File: config.mk
export PLATFORM = sky130hd
export DESIGN_NAME = rf_port_arbiter_flat
export DESIGN_NICKNAME = d
export VERILOG_FILES = /design/src/rtl/rf_arb_pkg.sv /design/src/rtl/rf_port_arbiter_if.sv /design/src/rtl/sat_counter.sv /design/src/rtl/rf_port_arbiter.sv /design/src/flat_wrapper.sv
export SDC_FILE = /design/constraint.sdc
export NUM_CORES = 1
export LEC_CHECK = 0
export CAP_MARGIN = 20
export CORE_MARGIN = 2
export CORE_UTILIZATION = 40
export CTS_CLUSTER_SIZE = 12
export DETAILED_ROUTE_END_ITERATION = 16
export GPL_TIMING_DRIVEN = 0
export PLACE_DENSITY = 0.86
export SLEW_MARGIN = 20
export SYNTH_ARGS = -nofsm -noshare
export SYNTH_HDL_FRONTEND = slang
export SYNTH_SLANG_ARGS = --single-unit
File: constraint.sdc
create_clock -name CLK -period 2.57 [get_ports CLK]
set_input_delay 0.3855 -clock CLK [delete_from_list [all_inputs] [get_ports CLK]]
set_output_delay 0.3855 -clock CLK [all_outputs]
set_load 0.01 [all_outputs]
File: src/rtl/rf_arb_pkg.sv
// rf_arb_pkg: shared state encoding and register-file widths for the RF port arbiter
package rf_arb_pkg;
  localparam int RF_ADDR_W = 5;
  localparam int RF_DATA_W = 32;
  typedef enum logic [2:0] {ST_RUN, ST_DRAIN, ST_HALTED, ST_ACCESS, ST_ACK} rf_arb_state_t;
endpackage

File: src/rtl/rf_port_arbiter_if.sv
// rf_port_arbiter_if: CPU writeback/RS1, debug request/response and REG_FILE port bundle; master = CPU/debug/REG_FILE side, slave = arbiter
interface rf_port_arbiter_if #(parameter int DROP_CNT_W = 8);
  logic                             CPU_WR_EN;
  logic [rf_arb_pkg::RF_ADDR_W-1:0] CPU_WR_ADDR;
  logic [rf_arb_pkg::RF_DATA_W-1:0] CPU_WR_DATA;
  logic [rf_arb_pkg::RF_ADDR_W-1:0] CPU_ADDR1;
  logic                             CPU_STALL;
  logic                             DBG_HALT;
  logic                             DBG_REQ;
  logic                             DBG_WE;
  logic [rf_arb_pkg::RF_ADDR_W-1:0] DBG_ADDR;
  logic [rf_arb_pkg::RF_DATA_W-1:0] DBG_WDATA;
  logic                             DBG_ACK;
  logic [rf_arb_pkg::RF_DATA_W-1:0] DBG_RDATA;
  logic                             HALTED;
  logic [DROP_CNT_W-1:0]            DROP_CNT;
  logic                             RF_WR_EN;
  logic [rf_arb_pkg::RF_ADDR_W-1:0] RF_WR_ADDR;
  logic [rf_arb_pkg::RF_DATA_W-1:0] RF_WR_DATA;
  logic [31:0]                      RF_ADDR1;
  logic [rf_arb_pkg::RF_DATA_W-1:0] RF_RS1;
  modport master (
    output CPU_WR_EN, CPU_WR_ADDR, CPU_WR_DATA, CPU_ADDR1, DBG_HALT, DBG_REQ, DBG_WE, DBG_ADDR, DBG_WDATA, RF_RS1,
    input  CPU_STALL, DBG_ACK, DBG_RDATA, HALTED, DROP_CNT, RF_WR_EN, RF_WR_ADDR, RF_WR_DATA, RF_ADDR1
  );
  modport slave (
    input  CPU_WR_EN, CPU_WR_ADDR, CPU_WR_DATA, CPU_ADDR1, DBG_HALT, DBG_REQ, DBG_WE, DBG_ADDR, DBG_WDATA, RF_RS1,
    output CPU_STALL, DBG_ACK, DBG_RDATA, HALTED, DROP_CNT, RF_WR_EN, RF_WR_ADDR, RF_WR_DATA, RF_ADDR1
  );
endinterface

File: src/rtl/sat_counter.sv
// sat_counter: W-bit up counter that sticks at all-ones; clk/rst clear, i_inc steps, o_cnt value
module sat_counter #(parameter int W = 8) (
  input  logic         clk,
  input  logic         rst,
  input  logic         i_inc,
  output logic [W-1:0] o_cnt
);
  logic [W-1:0] r_cnt;
  always_ff @(posedge clk)
    if (rst) r_cnt <= '0;
    else if (i_inc && !(&r_cnt)) r_cnt <= r_cnt + W'(1);
  assign o_cnt = r_cnt;
endmodule

File: src/rtl/rf_port_arbiter.sv
// rf_port_arbiter: muxes REG_FILE write port and ADDR1 between CPU and debug unit; CLK/RST plain, everything else on bus (slave)
module rf_port_arbiter
  import rf_arb_pkg::*;
#(parameter int DROP_CNT_W = 8) (
  input logic           CLK,
  input logic           RST,
  rf_port_arbiter_if.slave bus
);
  rf_arb_state_t          r_state, w_next;
  logic                   r_we;
  logic [RF_ADDR_W-1:0]   r_addr;
  logic [RF_DATA_W-1:0]   r_wdata, r_rdata;
  logic                   w_acc, w_park, w_cap;
  assign w_acc  = r_state == ST_ACCESS;
  assign w_park = r_state == ST_HALTED || r_state == ST_ACCESS || r_state == ST_ACK;
  assign w_cap  = bus.DBG_REQ && (r_state == ST_DRAIN || r_state == ST_HALTED);
  always_comb begin
    w_next = r_state;
    case (r_state)
      ST_RUN:    w_next = (bus.DBG_REQ || bus.DBG_HALT) ? ST_DRAIN : ST_RUN;
      ST_DRAIN:  w_next = bus.DBG_REQ ? ST_ACCESS : bus.DBG_HALT ? ST_HALTED : ST_RUN;
      ST_HALTED: w_next = bus.DBG_REQ ? ST_ACCESS : bus.DBG_HALT ? ST_HALTED : ST_RUN;
      ST_ACCESS: w_next = ST_ACK;
      ST_ACK:    w_next = bus.DBG_HALT ? ST_HALTED : ST_RUN;
      default:   w_next = ST_RUN;
    endcase
  end
  always_ff @(posedge CLK)
    if (RST) begin
      r_state <= ST_RUN;
      r_we    <= 1'b0;
      r_addr  <= '0;
      r_wdata <= '0;
      r_rdata <= '0;
    end else begin
      r_state <= w_next;
      if (w_cap) begin
        r_we    <= bus.DBG_WE;
        r_addr  <= bus.DBG_ADDR;
        r_wdata <= bus.DBG_WDATA;
      end
      if (w_acc && !r_we) r_rdata <= bus.RF_RS1;
    end
  sat_counter #(.W(DROP_CNT_W)) u_drop (
    .clk   (CLK),
    .rst   (RST),
    .i_inc (w_park && bus.CPU_WR_EN),
    .o_cnt (bus.DROP_CNT)
  );
  assign bus.CPU_STALL  = r_state != ST_RUN;
  assign bus.HALTED     = r_state == ST_HALTED;
  assign bus.DBG_ACK    = r_state == ST_ACK;
  assign bus.DBG_RDATA  = r_rdata;
  // CPU owns the write port only in RUN/DRAIN; reset gates any write away from REG_FILE
  assign bus.RF_WR_EN   = (w_acc ? r_we && |r_addr : !w_park && bus.CPU_WR_EN) && !RST;
  assign bus.RF_WR_ADDR = w_acc ? r_addr : bus.CPU_WR_ADDR;
  assign bus.RF_WR_DATA = w_acc ? r_wdata : bus.CPU_WR_DATA;
  assign bus.RF_ADDR1   = {27'd0, w_acc ? r_addr : bus.CPU_ADDR1};
endmodule

File: src/flat_wrapper.sv
// flat-port wrapper written by rule: the top's interface ports become plain ports
module rf_port_arbiter_flat import rf_arb_pkg::*;
#(parameter int DROP_CNT_W = 8)
  (CLK, RST, bus_CPU_WR_EN, bus_CPU_WR_ADDR, bus_CPU_WR_DATA, bus_CPU_ADDR1, bus_DBG_HALT, bus_DBG_REQ, bus_DBG_WE, bus_DBG_ADDR, bus_DBG_WDATA, bus_RF_RS1, bus_CPU_STALL, bus_DBG_ACK, bus_DBG_RDATA, bus_HALTED, bus_DROP_CNT, bus_RF_WR_EN, bus_RF_WR_ADDR, bus_RF_WR_DATA, bus_RF_ADDR1);
  rf_port_arbiter_if #(.DROP_CNT_W(DROP_CNT_W)) bus_i ();
  input logic CLK;
  input logic RST;
  input wire logic [$bits(bus_i.CPU_WR_EN)-1:0] bus_CPU_WR_EN;
  input wire logic [$bits(bus_i.CPU_WR_ADDR)-1:0] bus_CPU_WR_ADDR;
  input wire logic [$bits(bus_i.CPU_WR_DATA)-1:0] bus_CPU_WR_DATA;
  input wire logic [$bits(bus_i.CPU_ADDR1)-1:0] bus_CPU_ADDR1;
  input wire logic [$bits(bus_i.DBG_HALT)-1:0] bus_DBG_HALT;
  input wire logic [$bits(bus_i.DBG_REQ)-1:0] bus_DBG_REQ;
  input wire logic [$bits(bus_i.DBG_WE)-1:0] bus_DBG_WE;
  input wire logic [$bits(bus_i.DBG_ADDR)-1:0] bus_DBG_ADDR;
  input wire logic [$bits(bus_i.DBG_WDATA)-1:0] bus_DBG_WDATA;
  input wire logic [$bits(bus_i.RF_RS1)-1:0] bus_RF_RS1;
  output wire logic [$bits(bus_i.CPU_STALL)-1:0] bus_CPU_STALL;
  output wire logic [$bits(bus_i.DBG_ACK)-1:0] bus_DBG_ACK;
  output wire logic [$bits(bus_i.DBG_RDATA)-1:0] bus_DBG_RDATA;
  output wire logic [$bits(bus_i.HALTED)-1:0] bus_HALTED;
  output wire logic [$bits(bus_i.DROP_CNT)-1:0] bus_DROP_CNT;
  output wire logic [$bits(bus_i.RF_WR_EN)-1:0] bus_RF_WR_EN;
  output wire logic [$bits(bus_i.RF_WR_ADDR)-1:0] bus_RF_WR_ADDR;
  output wire logic [$bits(bus_i.RF_WR_DATA)-1:0] bus_RF_WR_DATA;
  output wire logic [$bits(bus_i.RF_ADDR1)-1:0] bus_RF_ADDR1;
  assign bus_i.CPU_WR_EN = bus_CPU_WR_EN;
  assign bus_i.CPU_WR_ADDR = bus_CPU_WR_ADDR;
  assign bus_i.CPU_WR_DATA = bus_CPU_WR_DATA;
  assign bus_i.CPU_ADDR1 = bus_CPU_ADDR1;
  assign bus_i.DBG_HALT = bus_DBG_HALT;
  assign bus_i.DBG_REQ = bus_DBG_REQ;
  assign bus_i.DBG_WE = bus_DBG_WE;
  assign bus_i.DBG_ADDR = bus_DBG_ADDR;
  assign bus_i.DBG_WDATA = bus_DBG_WDATA;
  assign bus_i.RF_RS1 = bus_RF_RS1;
  assign bus_CPU_STALL = bus_i.CPU_STALL;
  assign bus_DBG_ACK = bus_i.DBG_ACK;
  assign bus_DBG_RDATA = bus_i.DBG_RDATA;
  assign bus_HALTED = bus_i.HALTED;
  assign bus_DROP_CNT = bus_i.DROP_CNT;
  assign bus_RF_WR_EN = bus_i.RF_WR_EN;
  assign bus_RF_WR_ADDR = bus_i.RF_WR_ADDR;
  assign bus_RF_WR_DATA = bus_i.RF_WR_DATA;
  assign bus_RF_ADDR1 = bus_i.RF_ADDR1;
  rf_port_arbiter #(.DROP_CNT_W(DROP_CNT_W)) u_core (.CLK(CLK), .RST(RST), .bus(bus_i));
endmodule
==> results summary, run 1 <==
The final RePlAce weighted congestion is 0.872. In this run the remaining antenna-violating nets after routing total 0. The number of max-cap violations came out at 0. The leakage power came out at 2.65 nW. The count of warnings emitted by yosys came out at 0. The count of buffers added on input and output ports is 201. The clock skew is 0.00675 ns. The startpoint identified for the worst register-to-register timing path is u_core.r_state[1]$_SDFF_PP0_. The largest voltage drop on the vdd net came out at 0.000250 V. The half-perimeter wire length after placement is 9370 um. The layout overhead on the synthesized area came out at 68.7%. The first routing iteration left 160 violations.

Yosys attributes the largest share of cell area to sky130_fd_sc_hd__dfxtp_1 44%, sky130_fd_sc_hd__nand2_1 27%, sky130_fd_sc_hd__a21oi_1 10%. The number of global-route vias before repair came out at 3857. The source of the worst hold timing path is u_core.bus.DBG_RDATA[4]$_SDFFE_PP0P_. The number of antenna diodes in the final layout is 0.

The power density over the cells is 492 nW/um^2. The area of the placeable core is 9110 um^2. The total setup violations reported at the end of the flow is 0. The timing startpoint of the critical path is u_core.r_state[1]$_SDFF_PP0_. The fill cell total of the finished layout is 759.

The post-CTS clock slew at the launch and capture registers of the worst setup and hold paths came out at 0.08 ns. The total track usage came out at 0.232. The final non-filler cell total is 892. Data arrives at the worst endpoint at 2.07 ns. The clock insertion delay at the later pin of the skew report is 0.34 ns. The via count is 4212. The horizontal extent of the die is 100 um. The vias per cell is 4.72. The worst setup path is launched from a flop. Clock tree synthesis inserted a total of 9 buffers. The count of standard-cell rows is 35. Measured along the y axis, the die boundary spans 100 um.

The number of levels in the clock H-tree came out at 3. The clock period minus final worst setup slack came out at 2.45 ns. The number of synthesized register bits is 81. The flow ran to the end, and the final reports show no timing, DRC or antenna violations. The start-to-end type of the worst setup path is flop to output pin. The core occupancy in the finished layout came out at 0.686. The post-synth design cell area is 3700 um^2.

The unique cell type count in the Yosys netlist is 36. Once placement completed, the tool counted placed cells totaling 872. The cell taking the most area after synthesis is sky130_fd_sc_hd__dfxtp_1. The share of async-settable or async-resettable flops after synthesis came out at 0. TritonCTS built the clock tree. The mean instance size in the synthesized netlist came out at 6.93 um^2. The share of the clock period used by the worst path after layout is 0.954.

The final number of hold-violating endpoints is 0. The share of the synthesized area in the top cell type came out at 0.438. For this run, the post-layout net count is 894.

Of the cells placed in the final design, the portion with a size suffix greater than 1 is 0.0935. In this run the worst hold path is classified as flop to flop. In this run the count of I/O pins placed on the die edge is 230. The die footprint is 10000 um^2.

The overall power came out at 0.00307 W. The detail-routed net length per standard cell is 13.4 um. The initial standard-cell utilization of the core is 0.406. The data required time at the worst endpoint came out at 2.18 ns. The number of clock sinks is 81.

The wire length of the first global-routing pass is 18500 um. The portion of the post-synthesis area used by sequential elements is 0.438. After detailed routing, the number of remaining DRC violations is 0. In this run the worst path has a maximum fanout of 10. The number of antenna violations at the first check in global routing is 0.

The maximum number of buffers from clock root to sink is 2. For this run the aggregate overflow at the end of global routing stands at 0. The actual slew at the worst max-slew pin is 0.575 ns. Static timing analysis puts the maximum clock frequency at 0.408 GHz. The worst slew slack as a fraction of its limit came out at 0.617. In this run, synthesis inferred 0 flip-flops with an integrated enable. The largest net degree at the start of global routing came out at 14. The number of max-slew violations in the final report is 0. The cell count after synthesis came out at 534. The detailed-router iteration count before antenna repair is 4. The most used flip-flop cell after synthesis is sky130_fd_sc_hd__dfxtp_1.

The type of destination of the critical path is an output pin. The routed wire length came out at 12000 um. The root buffer selected by CTS is sky130_fd_sc_hd__clkbuf_8.
-- synth_stat cells (2+ instances only) --
| library cell | number |
|---|---|
| sky130_fd_sc_hd__buf_1 | 2 |
| sky130_fd_sc_hd__clkbuf_1 | 16 |
| sky130_fd_sc_hd__or3_1 | 3 |
| sky130_fd_sc_hd__and3_1 | 4 |
| sky130_fd_sc_hd__mux2i_1 | 3 |
| sky130_fd_sc_hd__dfxtp_1 | 81 |
| sky130_fd_sc_hd__buf_2 | 15 |
| sky130_fd_sc_hd__nor2_1 | 8 |
| sky130_fd_sc_hd__nand2_1 | 265 |
| sky130_fd_sc_hd__xor2_1 | 2 |
| sky130_fd_sc_hd__o211ai_1 | 3 |
| sky130_fd_sc_hd__nor3_1 | 2 |
| sky130_fd_sc_hd__o21ai_0 | 3 |
| sky130_fd_sc_hd__a21oi_1 | 75 |
| sky130_fd_sc_hd__buf_4 | 27 |
| sky130_fd_sc_hd__inv_1 | 3 |
| sky130_fd_sc_hd__nand3_1 | 3 |
-- kinds of logic (layout without fill, tap and decap cells) --
family / Yosys count / count (layout) / synth area share
simple gates: 295 / 295 / 0.319
fa+ha+maj: 1 / 1 / 0.00338
flops: 81 / 81 / 0.438
mux: 3 / 3 / 0.00811
compound gates: 87 / 87 / 0.127
other cells: 1 / 27 / 0.00101
buf+inv: 64 / 285 / 0.0994
xor+xnor: 2 / 2 / 0.00473
-- metal layers --
layer	vias up	track usage	wire (um)
met2	173	0.412	6100
li1	2134	-	-
met1	1891	0.265	4770
met4	0	0.0759	174
met3	14	0.0689	946
met5	-	0	0
-- layout by cell type (no fill, tap or decap), drive strengths merged, types with 2 or more instances in the layout --
cell type / synthesis / routed
dlymetal6s2s: 0 / 5
nand2: 265 / 265
clkbuf: 16 / 27
clkdlybuf4s50: 0 / 192
o211ai: 3 / 3
nor3b: 2 / 2
dfxtp: 81 / 81
nor3: 2 / 2
nor2: 8 / 8
a21oi: 75 / 75
mux2i: 3 / 3
buf: 45 / 50
o21ai: 3 / 3
conb: 1 / 27
dlygate4sd2: 0 / 4
clkinvlp: 0 / 2
inv: 3 / 3
or3: 3 / 3
nand3: 3 / 3
xor2: 2 / 2
and3: 4 / 4
-- power breakdown --
group	internal (W)	total (W)	switching (W)
sequential	0.00132	0.00136	0.0000372
combinational	0.000410	0.000741	0.000331
clock	0.000527	0.000973	0.000446
-- through the flow --
step / setup TNS [ns] / instance area (um^2) / setup slack (ns) / hold WS, ns
finish: 0 / 6250 / 0.119 / 0.458
global route: -0.0418 / 6250 / -0.00864 / 0.474
CTS: 0 / 6210 / 0.00257 / 0.458
detailed placement: -0.0191 / 5950 / -0.0172 / 0.447
global placement: 0 / 5950 / 0.00858 / 0.441
floorplan: 0 / 3800 / 0.867 / 0.437
-- flip-flops by register name, indices dropped and copies added (netlist names) --
register,count
u_core.r_we,1
u_core.r_wdata,32
u_core.r_state,3
u_core.bus.DBG_RDATA,32
u_core.u_drop.o_cnt,8
u_core.r_addr,5
-- layout make-up --
class / instances / area (um^2) / share of cell area
timing repair buffer: 207 / 2060 / 0.331
multi-input combinational: 415 / 1810 / 0.290
sequential: 81 / 1620 / 0.260
buffer: 59 / 379 / 0.0607
clock buffer: 12 / 165 / 0.0264
tap: 111 / 139 / 0.0222
clock inverter: 4 / 50.0 / 0.00801
inverter: 3 / 11.3 / 0.00180
-- final timing paths --
| kind | to | slack (ns) | depth (start not counted) |
|---|---|---|---|
| max | bus_RF_WR_DATA[30] | 0.12 | 8 |
| min | u_core.bus.DBG_RDATA[4]$_SDFFE_PP0P_ | 0.46 | 2 |
| max reg2reg | u_core.bus.DBG_RDATA[31]$_SDFFE_PP0P_ | 0.85 | 8 |
| min reg2reg | u_core.bus.DBG_RDATA[4]$_SDFFE_PP0P_ | 0.46 | 2 |
-- critical path: stages, from the launching register on --
cell	delay (ns)
sky130_fd_sc_hd__dfxtp_1	0.31
sky130_fd_sc_hd__clkbuf_4	0.17
sky130_fd_sc_hd__and2b_2	0.17
sky130_fd_sc_hd__and2_4	0.15
sky130_fd_sc_hd__buf_6	0.14
sky130_fd_sc_hd__buf_6	0.14
sky130_fd_sc_hd__nand2_1	0.06
sky130_fd_sc_hd__nand2_1	0.05
sky130_fd_sc_hd__clkdlybuf4s50_1	0.54
-- what timing repair did --
item                       4_1_cts  5_1_grt
hold buffers                     0        0
gates resized for setup         15       13
setup endpoints to repair       43       36
buffers inserted                 4        2
No activity file was read; power rests on OpenSTA's default activity.
==> run 2: changes to the inputs <==
--- a/config.mk
+++ b/config.mk
@@ -5,7 +5,7 @@
 export SDC_FILE = /design/constraint.sdc
 export NUM_CORES = 1
 export LEC_CHECK = 0
-export CAP_MARGIN = 20
+export CAP_MARGIN = 10
 export CORE_MARGIN = 2
 export CORE_UTILIZATION = 40
 export CTS_CLUSTER_SIZE = 12
==> results of run 2 <==
The final DEF is identical to that of run 1; final timing and power are the same.
